==> config.mk <==
export PLATFORM = sky130hd
export DESIGN_NAME = riscv_insn_encoder
export DESIGN_NICKNAME = d
export VERILOG_FILES = /design/src/rtl/riscv_insn_encoder.sv
export SDC_FILE = /design/constraint.sdc
export NUM_CORES = 1
export LEC_CHECK = 0
export CORE_ASPECT_RATIO = 2
export CORE_MARGIN = 2
export CORE_UTILIZATION = 46
export CTS_BUF_LIST = sky130_fd_sc_hd__clkbuf_4
export DETAILED_ROUTE_END_ITERATION = 8
export GPL_TIMING_DRIVEN = 0
export PLACE_DENSITY = 0.69
export SYNTH_ARGS = -nofsm -noshare
export SYNTH_HDL_FRONTEND = slang
export SYNTH_SLANG_ARGS = --single-unit
==> constraint.sdc <==
create_clock -name clk -period 3.5 [get_ports clk]
set_input_delay 0.525 -clock clk [delete_from_list [all_inputs] [get_ports clk]]
set_output_delay 0.525 -clock clk [all_outputs]
set_load 0.01 [all_outputs]
==> src/rtl/riscv_insn_encoder.sv <==
// riscv_insn_encoder
//   Streaming RV32I instruction encoder: packs per-field instruction info into a
//   32-bit instruction word (inverse of the type-classify / field-extract decode
//   path). Results pass through a 2-entry {insn, err} FIFO behind valid/ready
//   handshakes on both sides.
//
//   Optional build macro: RISCV_ENC_IMM_CHECK_EN
//     defined   - immediate range checks per type; a violation flags err
//     undefined - out-of-field immediate bits are silently dropped
//
// Ports:
//   clk, rst_n          clock, asynchronous active-low reset
//   in_valid/in_ready   input handshake (in_ready from registered occupancy)
//   in_type             0 UNDEF, 1 R, 2 I, 3 S, 4 B, 5 U, 6 J (7 illegal)
//   in_opcode .. in_imm instruction fields; in_imm is sign-extended
//   out_valid/out_ready output handshake
//   out_insn, out_err   encoded word and its error flag (insn=0 on error)
//   out_count           completed output handshakes, wraps at 2^CNT_W
module riscv_insn_encoder #(
   parameter int unsigned DEPTH = 2,
   parameter int unsigned CNT_W = 16
) (
   input  logic             clk,
   input  logic             rst_n,
   input  logic             in_valid,
   output logic             in_ready,
   input  logic [2:0]       in_type,
   input  logic [6:0]       in_opcode,
   input  logic [4:0]       in_rd,
   input  logic [2:0]       in_funct3,
   input  logic [4:0]       in_rs1,
   input  logic [4:0]       in_rs2,
   input  logic [6:0]       in_funct7,
   input  logic [31:0]      in_imm,
   output logic             out_valid,
   input  logic             out_ready,
   output logic [31:0]      out_insn,
   output logic             out_err,
   output logic [CNT_W-1:0] out_count
);

   if (DEPTH != 2) begin : g_depth_check
      $error("riscv_insn_encoder: DEPTH must be 2");
   end

   localparam logic [2:0] TypeR = 3'd1;
   localparam logic [2:0] TypeI = 3'd2;
   localparam logic [2:0] TypeS = 3'd3;
   localparam logic [2:0] TypeB = 3'd4;
   localparam logic [2:0] TypeU = 3'd5;
   localparam logic [2:0] TypeJ = 3'd6;

   localparam logic [6:0] OpcReg    = 7'b0110011;
   localparam logic [6:0] OpcImm    = 7'b0010011;
   localparam logic [6:0] OpcLoad   = 7'b0000011;
   localparam logic [6:0] OpcJalr   = 7'b1100111;
   localparam logic [6:0] OpcSystem = 7'b1110011;
   localparam logic [6:0] OpcStore  = 7'b0100011;
   localparam logic [6:0] OpcBranch = 7'b1100011;
   localparam logic [6:0] OpcLui    = 7'b0110111;
   localparam logic [6:0] OpcAuipc  = 7'b0010111;
   localparam logic [6:0] OpcJal    = 7'b1101111;

   // ------------------------------------------------------------------
   // Field packing and error detection
   // ------------------------------------------------------------------
   logic [31:0] enc_insn;
   logic        opc_ok;
   logic        imm_ok;
   logic        enc_err;
   logic [32:0] enc_word;   // {insn, err}

   always_comb begin
      enc_insn = '0;
      opc_ok   = 1'b0;
      imm_ok   = 1'b1;
      case (in_type)
         TypeR: begin
            enc_insn = {in_funct7, in_rs2, in_rs1, in_funct3, in_rd, in_opcode};
            opc_ok   = (in_opcode == OpcReg);
         end
         TypeI: begin
            enc_insn = {in_imm[11:0], in_rs1, in_funct3, in_rd, in_opcode};
            opc_ok   = (in_opcode == OpcImm) || (in_opcode == OpcLoad) ||
                       (in_opcode == OpcJalr) || (in_opcode == OpcSystem);
`ifdef RISCV_ENC_IMM_CHECK_EN
            imm_ok   = (&in_imm[31:11]) || (~|in_imm[31:11]);
`endif
         end
         TypeS: begin
            enc_insn = {in_imm[11:5], in_rs2, in_rs1, in_funct3, in_imm[4:0], in_opcode};
            opc_ok   = (in_opcode == OpcStore);
`ifdef RISCV_ENC_IMM_CHECK_EN
            imm_ok   = (&in_imm[31:11]) || (~|in_imm[31:11]);
`endif
         end
         TypeB: begin
            enc_insn = {in_imm[12], in_imm[10:5], in_rs2, in_rs1, in_funct3,
                        in_imm[4:1], in_imm[11], in_opcode};
            opc_ok   = (in_opcode == OpcBranch);
`ifdef RISCV_ENC_IMM_CHECK_EN
            imm_ok   = ((&in_imm[31:12]) || (~|in_imm[31:12])) && !in_imm[0];
`endif
         end
         TypeU: begin
            enc_insn = {in_imm[31:12], in_rd, in_opcode};
            opc_ok   = (in_opcode == OpcLui) || (in_opcode == OpcAuipc);
`ifdef RISCV_ENC_IMM_CHECK_EN
            imm_ok   = (~|in_imm[11:0]);
`endif
         end
         TypeJ: begin
            enc_insn = {in_imm[20], in_imm[10:1], in_imm[11], in_imm[19:12], in_rd, in_opcode};
            opc_ok   = (in_opcode == OpcJal);
`ifdef RISCV_ENC_IMM_CHECK_EN
            imm_ok   = ((&in_imm[31:20]) || (~|in_imm[31:20])) && !in_imm[0];
`endif
         end
         default: ;  // UNDEF and 7: opc_ok stays 0
      endcase
   end

   assign enc_err  = !opc_ok || !imm_ok;
   // An all-zero word is architecturally illegal, so errored words carry it.
   assign enc_word = enc_err ? {32'h0, 1'b1} : {enc_insn, 1'b0};

   // ------------------------------------------------------------------
   // 2-entry output FIFO
   // ------------------------------------------------------------------
   logic [32:0]      mem_q [DEPTH];
   logic             wr_ptr_q;
   logic             rd_ptr_q;
   logic [1:0]       count_q;
   logic [1:0]       count_d;
   logic [32:0]      last_q;     // last word handed out, shown while empty
   logic [32:0]      head;
   logic [CNT_W-1:0] out_count_q;
   logic             push;
   logic             pop;

   assign in_ready  = (count_q < 2'd2);
   assign out_valid = (count_q != 2'd0);
   assign push      = in_valid && in_ready;
   assign pop       = out_valid && out_ready;
   assign head      = mem_q[rd_ptr_q];
   assign out_insn  = out_valid ? head[32:1] : last_q[32:1];
   assign out_err   = out_valid ? head[0] : last_q[0];
   assign out_count = out_count_q;

   always_comb begin
      count_d = count_q;
      case ({push, pop})
         2'b10:   count_d = count_q + 2'd1;
         2'b01:   count_d = count_q - 2'd1;
         default: count_d = count_q;
      endcase
   end

   always_ff @(posedge clk or negedge rst_n) begin
      if (!rst_n) begin
         for (int i = 0; i < DEPTH; i++) begin
            mem_q[i] <= '0;
         end
         wr_ptr_q    <= 1'b0;
         rd_ptr_q    <= 1'b0;
         count_q     <= 2'd0;
         last_q      <= '0;
         out_count_q <= '0;
      end else begin
         if (push) begin
            mem_q[wr_ptr_q] <= enc_word;
            wr_ptr_q        <= ~wr_ptr_q;
         end
         if (pop) begin
            rd_ptr_q    <= ~rd_ptr_q;
            last_q      <= head;
            out_count_q <= out_count_q + CNT_W'(1);
         end
         count_q <= count_d;
      end
   end

endmodule
## Word-level counts from Yosys, hierarchy flattened

Index checks and enable logic that the tools add are counted.
Widths: inputs -> output; s select.

- Register bits: 119
- Input port bits: 71
- Word-level logic and storage cells: 57

- Add/subtract/negate cells: 3
- Order comparisons: 4
- Equal/unequal tests: 18
- Multiplexer cells: 12
- Bitwise gates (word level): 4
- Reductions and logical operators: 9

Operators by type and width:

| kind | count |
|---|---|
| $pmux 32 s6 | 1 |
| $mux 33 | 5 |
| $bwmux 66 | 1 |
| $demux 33 s1 | 1 |
| $mux 32 | 1 |
| $eq 7x7->1 const B | 4 |
| $eq 7x6->1 const B | 3 |
| $add 16x1->16 const B | 1 |
| $eq 7x5->1 const B | 2 |
| $eq 3x3->1 const B | 3 |
| $eq 7x2->1 const B | 1 |
| $eq 3x2->1 const B | 2 |
| $pmux 1 s6 | 1 |
| $ge 2x2->1 const B | 2 |
| $logic_or 1x1->1 | 4 |
| $not 1->2 | 2 |
| $pmux 2 s2 | 1 |
| $reduce_bool 2->1 | 2 |
| $eq 3x1->1 const B | 1 |
| $logic_and 1x1->1 | 3 |
| $add 2x1->2 const B | 1 |
| $eq 2x1->1 const B | 1 |
| $eq 2x2->1 const B | 1 |
| $lt 2x1->1 const B | 1 |
| other kinds (4) | 5 |

## Logic depth before layout (Yosys ltp)

- Depth after elaboration: 7
- Mapped depth: 10

## Worst setup path after synthesis

OpenSTA, ideal clock, no wires.

- Path kind: input to register
- Start point: in in_type[1]
- End point: reg mem_q[14] in the netlist's numbering
- Setup time: 87 ps
- Arrival: 2230 ps
- Path slack: 1183 ps
- Cell stages on the path: 10
- Buffers on the path: 2
- Path through: buf_4 > nor2b_1 > and2_1 > ha_1 > nor2_1 > nand2_1 > nor3_2 > a211oi_2 > buf_6 > a211oi_2

- Longest elaborated chain between the ends: 4
- Elaborated cells on any way between the ends: 10

RTL lines:

| element | RTL line | text |
|---|---|---|
| from (decl) | 27 | `input logic [2:0] in_type,` |
| $eq 3x3->1 (tied with other cells) | 77 | `case (in_type)` |
| $pmux 32 s6 / $pmux 1 s6 (equally long branches) | 77 |  |
| $mux 33 * | 125 | `assign enc_word = enc_err ? {32'h0, 1'b1} : {enc_insn, 1'b0};` |
| $bwmux 66 * | 171 | `mem_q[wr_ptr_q] <= enc_word;` |
| to (signal, indexed assignment) | 171 |  |
| to (decl) | 130 | `logic [32:0] mem_q [DEPTH];` |

Every way passes the cells marked *; elsewhere a longest branch is shown, timed or not.
A chain may end at the register's enable or synchronous reset.

## Worst setup path after layout

- Start point: reg count_q[0]
- End point: out out_insn[3]

- Longest elaborated chain between the ends: 2

RTL lines:

| element | RTL line | text |
|---|---|---|
| from (decl) | 133 | `logic [1:0] count_q;` |
| from (signal assigned) | 179 | `count_q <= count_d;` |
| $reduce_bool 2->1 | 142 | `assign out_valid = (count_q != 2'd0);` |
| $mux 32 | 146 | `assign out_insn = out_valid ? head[32:1] : last_q[32:1];` |
| to (decl) | 37 | `output logic [31:0] out_insn,` |

No other way between the ends.

==> results.json <==
{
  "dieArea_sq_mm": 0.0147,
  "crit_family": "buffers and inverters",
  "coreArea_sq_mm": 0.0134,
  "ioPinCount": 122,
  "vdd_drop_max_v": 0.000410,
  "synth_edf_count": 0,
  "rrSetupSlack_ps": 1400,
  "utilization_pct": 59.4,
  "critical_path_buf_inv_count": 4,
  "io_buffers": 120,
  "synth-main-ff-cell": "dfrtp_1",
  "drv_slew": 0,
  "cts_setup_buffers": 0,
  "cts_tree": "built",
  "worst_pin_slew_ps": 873,
  "drtIter0Drc": 243,
  "final_cell_area_sq_mm": 0.00799,
  "pwr-share-comb_pct": 52.4,
  "min_path_type": "input port to asynchronous set/reset pin",
  "fill_cells": 1180,
  "wl_um": 17500,
  "intPower_mw": 4.01,
  "yosysSeqAreaShare_pct": 47.4,
  "synth.top_cell.area_share_pct": 47.4,
  "synthArstFlopShare_pct": 100,
  "netSwitchingFraction_pct": 40.8,
  "crit_chain": "or2_2, clkbuf_1, clkbuf_1, clkbuf_2, a21oi_1, clkdlybuf4s50_1",
  "status": "completed",
  "dp_cells": 911,
  "areaGrowthSynthToFinish_pct": 27.0,
  "slowest_delay_ps": 580,
  "whs_ps": 364,
  "antenna_found_initial": 1,
  "fin_tns_setup_ps": 0,
  "syn-num-nets": 710,
  "finalNetCount": 851,
  "place_area_sq_mm": 0.00771,
  "drc_errors": 0,
  "routed_via_density": 5.80,
  "p_clk_share_pct": 13.4,
  "gp_congestion": 0.844,
  "power.density_mw_per_mm2": 848,
  "cap_violations": 0,
  "required_ps": 2970,
  "critPathSlowestCell": "clkdlybuf4s50_1",
  "min_period_ps": 3360,
  "drtAntennaViolNets": 0,
  "h-tree-depth": 4,
  "cts_buffers": 17,
  "p_seq_share_pct": 34.2,
  "crit_top_cell": "clkbuf_1",
  "drt-met1-wl_um": 6680,
  "power_mw": 6.78,
  "synth_warnings": 0,
  "routedWlPerCell_um": 18.6,
  "dr_wl_met3_um": 695,
  "multi_input_area_sq_mm": 0.00301,
  "cts_buffer_depth": 2,
  "die_h_um": 169,
  "r2r_cells": 6,
  "synth_top_area_cell": "dfrtp_1",
  "syn-instance-count": 635,
  "die_x_um": 86.7,
  "ys_types": 44,
  "p_leak_nw": 3.40,
  "skew_ps": 15.0,
  "pre_cts_slack_ps": 310,
  "setup_slack_ps": 141,
  "grtUsageTotal_pct": 24.8,
  "rows": 60,
  "firstDrtPassIters": 5,
  "arrival_ps": 2830,
  "grt_pass1_wl_um": 28100,
  "fmax_mhz": 298,
  "netSwitchingPower_mw": 2.77,
  "start_kind": "flip-flop",
  "yosys-top-cells-area": "dfrtp_1, nor2_1, a211oi_2, a21oi_1, mux2i_1",
  "critPathKind": "flip-flop to primary output",
  "hold_viol": 0,
  "via_count": 5482,
  "root_buffer": "clkbuf_4",
  "area.sequential_sq_mm": 0.00298,
  "slew_headroom_pct": 41.6,
  "layout-drive-gt1-share_pct": 14.2,
  "rsz0062_at_grt": "no",
  "critPathLaunch": "count_q[0]",
  "setup_viol": 0,
  "synth.ff_latch_count": 119,
  "grt_max_degree": 105,
  "end_kind": "primary output",
  "start_util_pct": 46.8,
  "finalCritPeriodShare_pct": 96.0,
  "hpwl_um": 13000,
  "syn_area_sq_mm": 0.00629,
  "grt-ovfl-total": 0,
  "cts.sink_count": 119,
  "stdcell_count": 945,
  "clkSlewWorstSetupHoldPaths_ps": 120,
  "wl_met2_um": 9640,
  "clk_latency_ps": 540,
  "r2r-end": "count_q[1]",
  "postSynthAreaPerCell_sq_um": 9.90,
  "crit_path_max_fanout": 10,
  "reg2reg_from": "count_q[0]",
  "grt_pass1_vias": 5560,
  "routed.top_layer": "met4"
}
## power groups by stage
stage          combinational, mW  sequential, mW  clock, mW
2_1_floorplan               2.11            2.27          0
3_3_place_gp                3.46            2.31          0
3_5_place_dp                3.55            2.34          0
4_1_cts                     3.57            2.31      0.923
5_1_grt                     3.87            2.39      0.992
6_report                    3.55            2.32      0.910
## area by class of cell
| cell class | count | share of cell area (%) |
|---|---|---|
| sequential | 119 | 37.3 |
| antenna | 1 | 0.0313 |
| buffer | 52 | 3.54 |
| multi-input combinational | 459 | 37.7 |
| clock inverter | 15 | 1.64 |
| inverter | 5 | 0.235 |
| timing repair buffer | 122 | 15.5 |
| clock buffer | 17 | 1.60 |
| tap | 155 | 2.43 |
## registers in the layout (all words and copies together), names as in the netlist
signal	cells
mem_q	66
last_q	33
out_count	16
count_q	2
rd_ptr_q	1
wr_ptr_q	1
## routing by layer
metal / global-route usage [%] / vias up
li1: - / 2546
met3: 4.38 / 40
met1: 28.5 / 2705
met2: 44.7 / 191
met4: 9.92 / 0
met5: 0 / -
## how the worst max path moves through the flow
stage                    to  slack (ps)  cells past startpoint
3_3_place_gp      last_q[8]       -2490                      1
4_1_cts         out_insn[3]           6                      6
5_1_grt        out_insn[12]          20                      6
2_1_floorplan     mem_q[14]        1180                     10
6_report        out_insn[3]         140                      6
3_5_place_dp      mem_q[22]         310                     11
## synthesized netlist by cell type (3+ instances only)
cell type / count
nor2_1: 137
o21a_1: 3
nand2_1: 20
nor2b_1: 14
a21oi_1: 85
nand2b_1: 3
nor3_1: 4
a222oi_1: 4
clkbuf_1: 27
buf_2: 13
a211oi_2: 40
xor2_1: 8
nand4_1: 3
nand3_1: 8
buf_6: 8
dfrtp_1: 119
a22oi_1: 8
xnor2_1: 14
a211oi_1: 14
and3_1: 3
inv_1: 5
ha_1: 4
o21ai_1: 4
a21o_1: 12
nor3_2: 3
a221oi_1: 11
mux2i_1: 37
mux2_2: 5
## cell families (layout without fill, tap and decap cells)
logic type	count (synthesis)	count (layout)	share of synthesized area, %
and+or+nand+nor	202	202	14.3
AOI/OAI and AO/OA	189	189	22.9
DFF	119	119	47.4
buffers and inverters	57	211	4.74
muxes	42	42	6.78
xor gates and xnor gates	22	22	3.06
adders and majority gates	4	4	0.796
other	0	1	0
## placed cells by master (no fill, tap or decap), drive strengths merged, types with 2 or more instances in the layout
cell	n
clkbuf	44
a222oi	4
clkinvlp	4
nor3	7
ha	4
nand4	3
and2	2
a22oi	8
o21a	3
nand2	20
dfrtp	119
xnor2	14
o41ai	2
a211oi	54
a21oi	85
xor2	8
nand3	8
and3	3
mux2i	37
clkdlybuf4s50	119
a21o	12
mux2	5
nor2	137
a221oi	11
nor2b	16
nand2b	3
clkinv	8
buf	27
inv	7
o21ai	5
## repair_timing
item | CTS | global route
hold buffers | 1 | 0
gates resized for setup | 0 | 6
setup endpoints to repair | 0 | 30
hold endpoints to repair | 15 | 0
Note: power is estimated with default switching activity, not from simulation.
